### src/rtl/wb_pkg.sv
// rtl/wb_pkg.sv - shared types and width helpers for the wishbone splitter
package wb_pkg;

  typedef enum logic [1:0] {IDLE, ACTIVE, ERR} state_t;

  localparam int NS_MAX = 16;
  typedef logic [$clog2(NS_MAX)-1:0] slave_idx_t;

  // Width of a counter that must hold values 0..n inclusive.
  function automatic int cnt_w(input int n);
    return (n < 1) ? 1 : $clog2(n + 1);
  endfunction

endpackage

### src/rtl/wb_split_if.sv
// rtl/wb_split_if.sv - master-side and slave-side wishbone signals of the splitter
interface wb_split_if #(
  parameter int NS = 6,
  parameter int AW = 32,
  parameter int DW = 32
);
  logic               wbm_cyc_i;
  logic               wbm_stb_i;
  logic               wbm_we_i;
  logic [AW-1:0]      wbm_adr_i;
  logic [DW-1:0]      wbm_dat_i;
  logic [DW/8-1:0]    wbm_sel_i;
  logic               wbm_ack_o;
  logic               wbm_err_o;
  logic               wbm_stall_o;
  logic [DW-1:0]      wbm_dat_o;
  logic [NS-1:0]      wbs_cyc_o;
  logic [NS-1:0]      wbs_stb_o;
  logic [NS-1:0]      wbs_we_o;
  logic [NS*AW-1:0]   wbs_adr_o;
  logic [NS*DW-1:0]   wbs_dat_o;
  logic [NS*DW/8-1:0] wbs_sel_o;
  logic [NS-1:0]      wbs_ack_i;
  logic [NS-1:0]      wbs_err_i;
  logic [NS-1:0]      wbs_stall_i;
  logic [NS*DW-1:0]   wbs_dat_i;

  // The splitter's own view.
  modport slave (
    input  wbm_cyc_i, wbm_stb_i, wbm_we_i, wbm_adr_i, wbm_dat_i, wbm_sel_i,
    input  wbs_ack_i, wbs_err_i, wbs_stall_i, wbs_dat_i,
    output wbm_ack_o, wbm_err_o, wbm_stall_o, wbm_dat_o,
    output wbs_cyc_o, wbs_stb_o, wbs_we_o, wbs_adr_o, wbs_dat_o, wbs_sel_o
  );

  // The surrounding bus master plus peripherals.
  modport master (
    output wbm_cyc_i, wbm_stb_i, wbm_we_i, wbm_adr_i, wbm_dat_i, wbm_sel_i,
    output wbs_ack_i, wbs_err_i, wbs_stall_i, wbs_dat_i,
    input  wbm_ack_o, wbm_err_o, wbm_stall_o, wbm_dat_o,
    input  wbs_cyc_o, wbs_stb_o, wbs_we_o, wbs_adr_o, wbs_dat_o, wbs_sel_o
  );
endinterface

### src/rtl/wb_addr_decode.sv
// rtl/wb_addr_decode.sv - address/mask table decode with lowest-index priority
module wb_addr_decode
  import wb_pkg::*;
#(
  parameter int             NS         = 6,
  parameter int             AW         = 32,
  parameter logic [NS*AW-1:0] SLAVE_ADDR = '0,
  parameter logic [NS*AW-1:0] SLAVE_MASK = '0
) (
  input  logic [AW-1:0] adr,
  output logic [NS-1:0] hit_onehot,
  output slave_idx_t    idx,
  output logic          mapped
);

  // Scan from the top so the lowest matching index is the last one written.
  always_comb begin
    hit_onehot = '0;
    idx        = '0;
    mapped     = 1'b0;
    for (int i = NS - 1; i >= 0; i--) begin
      if ((adr & SLAVE_MASK[i*AW +: AW]) == SLAVE_ADDR[i*AW +: AW]) begin
        hit_onehot    = '0;
        hit_onehot[i] = 1'b1;
        idx           = slave_idx_t'(i);
        mapped        = 1'b1;
      end
    end
  end

endmodule

### src/rtl/wb_split.sv
// rtl/wb_split.sv - single-master, N-slave pipelined wishbone splitter with error and timeout
module wb_split
  import wb_pkg::*;
#(
  parameter int               NS              = 6,
  parameter int               AW              = 32,
  parameter int               DW              = 32,
  parameter logic [NS*AW-1:0] SLAVE_ADDR      = '0,
  parameter logic [NS*AW-1:0] SLAVE_MASK      = '0,
  parameter int               MAX_OUTSTANDING = 4,
  parameter int               TIMEOUT_CYCLES  = 1024
) (
  input  logic      wb_clk_i,
  input  logic      wb_rst_i,
  wb_split_if.slave bus,
  output logic      timeout_o
);

  localparam int CW = cnt_w(MAX_OUTSTANDING);
  localparam int TW = cnt_w(TIMEOUT_CYCLES);

  state_t          state_q, state_d;
  logic [CW-1:0]   out_q, out_d;
  slave_idx_t      target_q, target_d;
  logic [TW-1:0]   timer_q, timer_d;

  logic [NS-1:0]   dec_onehot;
  slave_idx_t      dec_idx;
  logic            dec_mapped;
  logic            sel_stall, tgt_ack, tgt_err;
  logic [DW-1:0]   tgt_dat;
  logic            busy, full, resp, tmo_fire, stall_int, accept, keep_active;

  wb_addr_decode #(
    .NS(NS), .AW(AW), .SLAVE_ADDR(SLAVE_ADDR), .SLAVE_MASK(SLAVE_MASK)
  ) u_decode (
    .adr(bus.wbm_adr_i), .hit_onehot(dec_onehot), .idx(dec_idx), .mapped(dec_mapped)
  );

  always_comb begin
    sel_stall = 1'b0;
    tgt_ack   = 1'b0;
    tgt_err   = 1'b0;
    tgt_dat   = '0;
    for (int i = 0; i < NS; i++) begin
      if (dec_idx == slave_idx_t'(i)) sel_stall = bus.wbs_stall_i[i];
      if (target_q == slave_idx_t'(i)) begin
        tgt_ack = bus.wbs_ack_i[i];
        tgt_err = bus.wbs_err_i[i];
        tgt_dat = bus.wbs_dat_i[i*DW +: DW];
      end
    end
  end

  assign busy     = (out_q != '0);
  assign full     = (out_q == CW'(MAX_OUTSTANDING));
  assign resp     = bus.wbm_cyc_i & busy & (tgt_ack | tgt_err);
  assign tmo_fire = (TIMEOUT_CYCLES != 0) && bus.wbm_cyc_i && (state_q == ACTIVE) && !resp &&
                    (timer_q == TW'(TIMEOUT_CYCLES - 1));

  // The abort cycle also stalls so no request is swallowed while the cycle drops.
  assign stall_int = (busy & dec_mapped & (dec_idx != target_q)) | full |
                     (dec_mapped & sel_stall) | (~dec_mapped & busy) |
                     (state_q == ERR) | tmo_fire;
  assign accept      = bus.wbm_cyc_i & bus.wbm_stb_i & ~stall_int;
  assign keep_active = (state_q == ACTIVE) & ~tmo_fire;

  always_comb begin
    for (int i = 0; i < NS; i++) begin
      bus.wbs_cyc_o[i] = wb_rst_i & bus.wbm_cyc_i &
                         ((keep_active & (target_q == slave_idx_t'(i))) | (accept & dec_onehot[i]));
    end
  end

  assign bus.wbs_stb_o   = {NS{wb_rst_i & bus.wbm_cyc_i & bus.wbm_stb_i & ~stall_int}} & dec_onehot;
  assign bus.wbs_we_o    = {NS{bus.wbm_we_i}};
  assign bus.wbs_adr_o   = {NS{bus.wbm_adr_i}};
  assign bus.wbs_dat_o   = {NS{bus.wbm_dat_i}};
  assign bus.wbs_sel_o   = {NS{bus.wbm_sel_i}};
  assign bus.wbm_stall_o = wb_rst_i & stall_int;
  assign bus.wbm_ack_o   = wb_rst_i & bus.wbm_cyc_i & busy & tgt_ack;
  assign bus.wbm_err_o   = wb_rst_i & ((bus.wbm_cyc_i & busy & tgt_err) | (state_q == ERR) | tmo_fire);
  assign bus.wbm_dat_o   = wb_rst_i ? tgt_dat : '0;
  assign timeout_o       = wb_rst_i & tmo_fire;

  always_comb begin
    state_d  = state_q;
    out_d    = out_q;
    target_d = target_q;
    timer_d  = '0;
    if (!bus.wbm_cyc_i || tmo_fire) begin
      state_d = IDLE;
      out_d   = '0;
    end else begin
      case (state_q)
        IDLE: begin
          if (accept) begin
            if (dec_mapped) begin
              state_d  = ACTIVE;
              target_d = dec_idx;
              out_d    = CW'(1);
            end else begin
              state_d = ERR;
            end
          end
        end
        ACTIVE: begin
          if (accept && !resp) out_d = out_q + CW'(1);
          else if (resp && !accept) out_d = out_q - CW'(1);
          if (out_d == '0) state_d = IDLE;
          if (!resp && !accept) timer_d = timer_q + TW'(1);
        end
        ERR:     state_d = IDLE;
        default: state_d = IDLE;
      endcase
    end
  end

  always_ff @(posedge wb_clk_i or negedge wb_rst_i) begin
    if (!wb_rst_i) begin
      state_q  <= IDLE;
      out_q    <= '0;
      target_q <= '0;
      timer_q  <= '0;
    end else begin
      state_q  <= state_d;
      out_q    <= out_d;
      target_q <= target_d;
      timer_q  <= timer_d;
    end
  end

endmodule

### src/flat_wrapper.sv
// flat-port wrapper written by rule: the top's interface ports become plain ports
module wb_split_flat import wb_pkg::*;
#(
  parameter int               NS              = 6,
  parameter int               AW              = 32,
  parameter int               DW              = 32,
  parameter logic [NS*AW-1:0] SLAVE_ADDR      = '0,
  parameter logic [NS*AW-1:0] SLAVE_MASK      = '0,
  parameter int               MAX_OUTSTANDING = 4,
  parameter int               TIMEOUT_CYCLES  = 1024
)
  (wb_clk_i, wb_rst_i, timeout_o, bus_wbm_cyc_i, bus_wbm_stb_i, bus_wbm_we_i, bus_wbm_adr_i, bus_wbm_dat_i, bus_wbm_sel_i, bus_wbs_ack_i, bus_wbs_err_i, bus_wbs_stall_i, bus_wbs_dat_i, bus_wbm_ack_o, bus_wbm_err_o, bus_wbm_stall_o, bus_wbm_dat_o, bus_wbs_cyc_o, bus_wbs_stb_o, bus_wbs_we_o, bus_wbs_adr_o, bus_wbs_dat_o, bus_wbs_sel_o);
  wb_split_if #(.NS(NS), .AW(AW), .DW(DW)) bus_i ();
  input  logic wb_clk_i;
  input  logic wb_rst_i;
  output logic timeout_o;
  input wire logic [$bits(bus_i.wbm_cyc_i)-1:0] bus_wbm_cyc_i;
  input wire logic [$bits(bus_i.wbm_stb_i)-1:0] bus_wbm_stb_i;
  input wire logic [$bits(bus_i.wbm_we_i)-1:0] bus_wbm_we_i;
  input wire logic [$bits(bus_i.wbm_adr_i)-1:0] bus_wbm_adr_i;
  input wire logic [$bits(bus_i.wbm_dat_i)-1:0] bus_wbm_dat_i;
  input wire logic [$bits(bus_i.wbm_sel_i)-1:0] bus_wbm_sel_i;
  input wire logic [$bits(bus_i.wbs_ack_i)-1:0] bus_wbs_ack_i;
  input wire logic [$bits(bus_i.wbs_err_i)-1:0] bus_wbs_err_i;
  input wire logic [$bits(bus_i.wbs_stall_i)-1:0] bus_wbs_stall_i;
  input wire logic [$bits(bus_i.wbs_dat_i)-1:0] bus_wbs_dat_i;
  output wire logic [$bits(bus_i.wbm_ack_o)-1:0] bus_wbm_ack_o;
  output wire logic [$bits(bus_i.wbm_err_o)-1:0] bus_wbm_err_o;
  output wire logic [$bits(bus_i.wbm_stall_o)-1:0] bus_wbm_stall_o;
  output wire logic [$bits(bus_i.wbm_dat_o)-1:0] bus_wbm_dat_o;
  output wire logic [$bits(bus_i.wbs_cyc_o)-1:0] bus_wbs_cyc_o;
  output wire logic [$bits(bus_i.wbs_stb_o)-1:0] bus_wbs_stb_o;
  output wire logic [$bits(bus_i.wbs_we_o)-1:0] bus_wbs_we_o;
  output wire logic [$bits(bus_i.wbs_adr_o)-1:0] bus_wbs_adr_o;
  output wire logic [$bits(bus_i.wbs_dat_o)-1:0] bus_wbs_dat_o;
  output wire logic [$bits(bus_i.wbs_sel_o)-1:0] bus_wbs_sel_o;
  assign bus_i.wbm_cyc_i = bus_wbm_cyc_i;
  assign bus_i.wbm_stb_i = bus_wbm_stb_i;
  assign bus_i.wbm_we_i = bus_wbm_we_i;
  assign bus_i.wbm_adr_i = bus_wbm_adr_i;
  assign bus_i.wbm_dat_i = bus_wbm_dat_i;
  assign bus_i.wbm_sel_i = bus_wbm_sel_i;
  assign bus_i.wbs_ack_i = bus_wbs_ack_i;
  assign bus_i.wbs_err_i = bus_wbs_err_i;
  assign bus_i.wbs_stall_i = bus_wbs_stall_i;
  assign bus_i.wbs_dat_i = bus_wbs_dat_i;
  assign bus_wbm_ack_o = bus_i.wbm_ack_o;
  assign bus_wbm_err_o = bus_i.wbm_err_o;
  assign bus_wbm_stall_o = bus_i.wbm_stall_o;
  assign bus_wbm_dat_o = bus_i.wbm_dat_o;
  assign bus_wbs_cyc_o = bus_i.wbs_cyc_o;
  assign bus_wbs_stb_o = bus_i.wbs_stb_o;
  assign bus_wbs_we_o = bus_i.wbs_we_o;
  assign bus_wbs_adr_o = bus_i.wbs_adr_o;
  assign bus_wbs_dat_o = bus_i.wbs_dat_o;
  assign bus_wbs_sel_o = bus_i.wbs_sel_o;
  wb_split #(.NS(NS), .AW(AW), .DW(DW), .SLAVE_ADDR(SLAVE_ADDR), .SLAVE_MASK(SLAVE_MASK), .MAX_OUTSTANDING(MAX_OUTSTANDING), .TIMEOUT_CYCLES(TIMEOUT_CYCLES)) u_core (.wb_clk_i(wb_clk_i), .wb_rst_i(wb_rst_i), .bus(bus_i), .timeout_o(timeout_o));
endmodule
### config.mk
export PLATFORM = sky130hd
export DESIGN_NAME = wb_split_flat
export DESIGN_NICKNAME = d
export VERILOG_FILES = /design/src/rtl/wb_pkg.sv /design/src/rtl/wb_split_if.sv /design/src/rtl/wb_addr_decode.sv /design/src/rtl/wb_split.sv /design/src/flat_wrapper.sv
export SDC_FILE = /design/constraint.sdc
export NUM_CORES = 1
export LEC_CHECK = 0
export ABC_AREA = 1
export CORE_AREA = 2 2 290 292
export DETAILED_ROUTE_END_ITERATION = 8
export DIE_AREA = 0 0 292 294
export SYNTH_ARGS = -nofsm -noshare
export SYNTH_HDL_FRONTEND = slang
export SYNTH_HIERARCHICAL = 1
export SYNTH_SLANG_ARGS = --single-unit
### constraint.sdc
create_clock -name wb_clk_i -period 2.37 [get_ports wb_clk_i]
set_input_delay 0.3555 -clock wb_clk_i [delete_from_list [all_inputs] [get_ports wb_clk_i]]
set_output_delay 0.3555 -clock wb_clk_i [all_outputs]
set_load 0.005 [all_outputs]
==> reports/metrics.csv, run 1 <==
metric;value;unit
fp.coreArea;0.08289;sq mm
synth_common_cells;buf_4, nand2_1, a21oi_1, o21ai_0, inv_1;
power.internal;0.004503;W
required;2.01;ns
clk_pin_slew;0.06;ns
clock-sinks;20;
cts_buffers;3;
hp-class;input port to asynchronous set/reset pin;
postCtsHoldBufs;0;
vias;5785;
met2_usage;0.1458;
yosys-top-cells-area;buf_4, dfrtp_1, nand2_1;
status;finished with violations;
worstReg2RegStart;u_core/target_q[0];
vias_per_cell;2.932;
power_frac_clock;0.058;
r2r_slack;-0.02;ns
row_count;106;
grt_use_met1;0.1013;
grt_use_met3;0.05113;
clk_latency;0.26;ns
r2r-end;u_core/state_q[0];
ioPinCount;745;
synth-seq-area-share;0.08297;
synthCells;898;
crit_path_max_incr_delay;0.43;ns
yosysTopAreaCell;buf_4;
io_buffers;256;
netlist_area;0.006032;sq mm
die_h;294;um
crit_type;flip-flop to output pin;
avgRoutedWirePerCell;22.18;um
synth.most_common_cell;buf_4;
drc;0;
synth_top_cell_area_share;0.5289;
synth_edf_count;0;
async_reset_ff_frac;1.000;
endpoint_kind;output pin;
reg2regPathDepth;20;
area_growth_syn_to_layout;58.78;%
grt_pass1_vias;6009;
path_max_fanout;6;
layout-drive-gt1-share;0.3764;
fin_hold_ws;0.09236;ns
antenna_found_initial;9;
rsz0062_at_grt;yes;
crit_arrival;2.28;ns
grt_start_max_net_pins;25;
grt_pass1_wl;53.87;mm
p_seq_frac;0.054;
layout_min_cycle_time;2.636;ns
fmax;379.4;MHz
cts_buffer_depth;2;
hold_violations;0;
failed_checks;setup timing;
switching_share;0.4591;
place_congestion;0.7915;
drtIter0Drc;220;
hpwl;28.03;mm
ys_seq_elements;20;
setup_viol;36;
grt_overflow;0;
finalPower;0.008325;W
top_usage_layer;met2;
routed_wl;43.75;mm
die_width;292;um
die_area;0.08585;sq mm
first_pass_iters;4;
detail-route-antenna-nets;0;
avgSynthCellArea;6.717;sq um
synth.distinct_cells;37;
pwr-share-comb;0.888;
p_sw;0.003822;W
fin_crit_sh;1.112;
power.density;869.2;mW/mm^2
cp_slowest_cell;dfrtp_2;
irDropWorstVdd;555.5;uV
leakagePower;3.661;nW
cts_tree;done;
yosys_warnings;6;
path_cells;nor2_4, buf_6, buf_6, nand3_2, nand2_2, nor2_4, nand3_4, nand2_4, nand3_4, nand3_4, inv_4, nand2_4, buf_6, a21oi_2, buf_4, buf_12;
cp-start-kind;flip-flop;
skew;0.003392;ns
maxSlewViolCount;0;
dp_slack;-0.2785;ns
synth_ff_type;dfrtp_1;
start_util;0.07277;
h-tree-depth;1;
grt.total_usage;0.09542;
cts_root_buffer;clkbuf_16;
timing.final.ws_setup;-0.2659;ns
fin_nets;1178;
maxCapViolCount;0;
-- cell families after synthesis --
| family | count (synthesis) | synth area share |
|---|---|---|
| and+or+nand+nor | 187 | 0.1442 |
| AOI/OAI and AO/OA | 188 | 0.1854 |
| other | 2 | 0.001245 |
| xor gates and xnor gates | 4 | 0.005809 |
| buffers and inverters | 493 | 0.5721 |
| adders and majority gates | 4 | 0.008297 |
| DFF | 20 | 0.08297 |
-- per-stage QoR --
| step | cell area (sq um) | util | instances | TNS, ns |
|---|---|---|---|---|
| finish | 9578 | 0.1155 | 1973 | -3.933 |
| global placement | 7547 | 0.09105 | 1875 | -3.207 |
| CTS | 9067 | 0.1094 | 1955 | -4.321 |
| detailed placement | 7547 | 0.09105 | 1875 | -3.207 |
| floorplan | 6066 | - | 907 | 0 |
| global route | 9573 | 0.1155 | 1971 | -7.634 |
-- power groups by stage --
stage | logic [W] | registers [W] | clock network [W]
6_report | 0.00739 | 0.000450 | 0.000480
5_1_grt | 0.00785 | 0.000456 | 0.000509
4_1_cts | 0.00695 | 0.000444 | 0.000494
3_5_place_dp | 0.00424 | 0.000453 | 0
3_3_place_gp | 0.00425 | 0.000453 | 0
2_1_floorplan | 0.00218 | 0.000442 | 0
-- cell type report --
cell class / count / area [sq um]
Fill cell: 9509 / 73310
Clock buffer: 3 / 75.07
Antenna cell: 3 / 7.507
Inverter: 42 / 197.7
Sequential cell: 20 / 503.0
Tap cell: 1080 / 1351
Multi-Input combinational cell: 394 / 2640
Clock inverter: 1 / 30.03
Timing Repair Buffer: 430 / 4773
-- metal layers --
metal	wire length [um]	part of all wire	up-vias
li1	-	-	2497
met2	18510	0.42	551
met4	3266	0.075	2
met1	16490	0.38	2545
met5	10	0.00023	-
met3	5478	0.13	190
-- worst max-delay path by stage --
stage                       start                 to  slack (ns)  depth (start not counted)
2_1_floorplan     u_core/out_q[0]   bus_wbs_cyc_o[0]        0.39                         13
3_3_place_gp        bus_wbm_cyc_i   bus_wbs_stb_o[0]       -0.29                         12
3_5_place_dp        bus_wbm_cyc_i   bus_wbs_stb_o[0]       -0.28                         12
4_1_cts        u_core/target_q[2]  bus_wbm_dat_o[27]       -0.25                          9
5_1_grt        u_core/target_q[3]   bus_wbs_cyc_o[0]       -0.36                         16
6_report       u_core/target_q[3]   bus_wbs_cyc_o[0]       -0.27                         16
-- sequential cells by signal (all words and copies together), names as in the netlist --
signal	cells
u_core/timer_q	11
u_core/target_q	4
u_core/out_q	3
u_core/state_q	2
-- cell usage in the layout, fill, tap and decap left out, types with 4 or more instances in the layout --
cell,instances
dfrtp_1,18
nand2_1,77
a31oi_4,8
nand3_1,14
nand2_2,20
a31oi_1,24
conb_1,11
buf_4,78
a21oi_1,54
ha_1,4
clkdlybuf4s50_1,212
nor2_4,9
buf_16,17
nand2_4,14
inv_1,29
buf_8,10
o21ai_2,4
buf_6,39
nor2_1,24
o21ai_0,36
a21oi_2,17
nand3_2,7
nor2_2,6
inv_4,6
a22o_1,29
clkbuf_2,4
buf_12,41
buf_2,25
o21ai_1,5
-- critical path: cells and delay by family (launching register included) --
kind / cells / cell delay (ns)
compound gates: 1 / 0.10
buf+inv: 6 / 0.70
flops: 1 / 0.43
simple gates: 9 / 0.79
-- timing repair --
action / 4_1_cts / 5_1_grt
resized for setup: 218 / 125
gates cloned: 12 / 0
setup endpoints to repair: 43 / 48
pin swaps: 31 / 42
buffers inserted: 67 / 23
Power figures use the tool's default switching activity.
==> run 2: changes to the inputs <==
Settings changed: TNS_END_PERCENT set to 20.
Clock period 2.37 ns to 3 ns, I/O delays scaled along.
==> run 2 against run 1 <==
Against the previous run:
- sequential share of layout area is 1.7 points higher
- total power down 53%
- cell count decreased by 7.5%
- highest routed layer unchanged
- clock skew is 0.0023 ns lower
- setup slack gained 0.33 ns
- first-iteration DRC count up 84%
- critical endpoint is now bus_wbm_dat_o[13]
- the flow now finishes without violations
- via count fell by 11%
- critical path depth is 8 lower
- design area fell by 24%
==> reports/metrics.csv, run 2 (synthesis gave the netlist of run 1 again) <==
metric;value;unit;change
status;finished, final reports clean;;
maxSlewViolCount;0;;unchanged
crit_type;flip-flop to output pin;;
fp.coreArea;0.08289;sq mm;unchanged
grt_pass1_wl;41.21;mm;-23%
ioPinCount;745;;unchanged
fillers;9724;;+2.3%
avgRoutedWirePerCell;17.79;um;-20%
timing.final.ws_setup;0.06592;ns;+0.3318 ns
crit_arrival;2.48;ns;+0.20 ns
first_pass_iters;5;;+1
final_cell_count_no_fill;1825;;-7.5%
seq_area;504.2;sq um;+0.25%
hp-class;flip-flop to flip-flop;;
clk_latency;0.26;ns;about the same
grt_start_max_net_pins;36;;+44%
multiInputGateArea;0.002151;sq mm;-19%
drc;0;;unchanged
finalSetupTns;0;ns;+3.933 ns
fin_nets;1032;;-12%
cts_root_buffer;clkbuf_16;;
die_area;0.08585;sq mm;unchanged
layout_min_cycle_time;2.934;ns;
clock-sinks;20;;unchanged
dp.cells;1816;;-3.1%
dp_slack;0.1292;ns;+0.4078 ns
clk_pin_slew;0.06;ns;about the same
h-tree-depth;1;;unchanged
start_util;0.07277;;unchanged
leakagePower;2.452;nW;-33%
fin_crit_sh;0.9780;;
vias_per_cell;2.831;;-3.5%
grt_pass1_vias;5193;;-14%
rsz0062_at_grt;no;;
cts_tree;done;;
area_growth_syn_to_layout;20.80;%;
routed_wl;32.46;mm;-26%
largest_reg_flops;11;;unchanged
die_h;294;um;unchanged
vias;5166;;-11%
reg_top3;u_core/timer_q x11, u_core/target_q x4, u_core/out_q x3;;
cts_buffers;3;;unchanged
power.density;535.4;mW/mm^2;-38%
grt_overflow;0;;unchanged
grt.total_usage;0.07006;;-0.02536
drtIter0Drc;404;;+84%
final_cell_mix;clkdlybuf4s50_1, nand2_1, a21oi_1, o21ai_0;;
maxCapViolCount;0;;unchanged
hpwl;27.47;mm;-2.0%
die_width;292;um;unchanged
worst_slew_pin_slew;0.5367;ns;
fmax;340.8;MHz;
io_buffers;256;;unchanged
layout-drive-gt1-share;0.1142;;-0.2622
antenna_found_initial;9;;unchanged
path_max_fanout;28;;+22
hold_violations;0;;unchanged
irDropWorstVdd;352.8;uV;-36%
required;2.55;ns;+0.54 ns
cts_buffer_depth;2;;unchanged
regMostFlops;u_core/timer_q;;
row_count;106;;unchanged
detail-route-antenna-nets;0;;unchanged
endpoint_kind;output pin;;
maxSlewHeadroom;0.6412;;
skew;0.001071;ns;-0.002321 ns
cp-start-kind;flip-flop;;
final_common_cell;clkdlybuf4s50_1;;
place_congestion;0.8055;;+1.8%
finalPower;0.003901;W;-53%
setup_viol;0;;-100%
==> run 2: cell count changes in the layout (fill, tap and decap cells not counted), moves of 17 or more <==
cell             before  now
buf_12               41   21
buf_16               17    0
buf_2                25    1
buf_4                78   16
buf_6                39    0
clkdlybuf4s50_1     212  244
nand2_1              77  104
==> run 2: layout make-up <==
| cell class | count | share of cell area |
|---|---|---|
| Sequential cell | 20 | 0.06920 |
| Tap cell | 1080 | 0.1854 |
| Clock buffer | 3 | 0.01030 |
| Inverter | 42 | 0.02198 |
| Antenna cell | 1 | 0.0003434 |
| Timing Repair Buffer | 284 | 0.4135 |
| Multi-Input combinational cell | 394 | 0.2952 |
| Clock inverter | 1 | 0.004121 |
==> run 2: power breakdown <==
group	switching, W	internal [W]
registers	0.0000689	0.000311
clock network	0.000107	0.000265
logic	0.00168	0.00147
==> run 2: routing by layer <==
layer / vias to the layer above / wire [um] / GRT usage
met5: - / 119 / 0.008508
met4: 6 / 2685 / 0.05469
met3: 185 / 5630 / 0.04547
met2: 589 / 13250 / 0.1052
met1: 2198 / 10780 / 0.06787
li1: 2188 / - / -
==> run 2: worst max-delay path, cell delays in order, from the launching register on <==
cell             delay (ns)
dfrtp_1                0.45
nor2_2                 0.24
nand2_2                0.16
inv_2                  0.15
buf_12                 0.21
a21oi_1                0.07
a31oi_1                0.22
buf_4                  0.16
clkdlybuf4s50_1        0.50
==> run 2: path summary, 6_finish.rpt <==
| check | from | endpoint | slack, ns | cells past startpoint |
|---|---|---|---|---|
| worst max-delay path | u_core/target_q[3] | bus_wbm_dat_o[13] | 0.07 | 8 |
| worst min-delay path | u_core/timer_q[0] | u_core/timer_q[0] | 0.46 | 1 |
| worst max register to register | u_core/target_q[3] | u_core/timer_q[3] | 0.60 | 11 |
| worst min register to register | u_core/timer_q[0] | u_core/timer_q[0] | 0.46 | 1 |
| max in group asynchronous | wb_rst_i | u_core/target_q[0] | 2.23 | 3 |
| min in group asynchronous | wb_rst_i | u_core/timer_q[8] | 0.52 | 3 |
==> run 2: stage by stage <==
stage | util | hold WS [ns] | instance area (sq um)
detailed placement | 0.08571 | 0.4532 | 7104
finish | 0.08791 | 0.4560 | 7287
global route | 0.08791 | 0.4934 | 7287
global placement | 0.08571 | 0.4431 | 7104
CTS | 0.08715 | 0.4610 | 7224
floorplan | - | 0.1544 | 6066
==> run 2: what timing repair did <==
action,in CTS,in global routing
endpoints found under the setup margin,1,15
hold buffers,0,0
buffers inserted,2,2
cloned,0,0
pin swaps,1,1
resized for setup,0,13
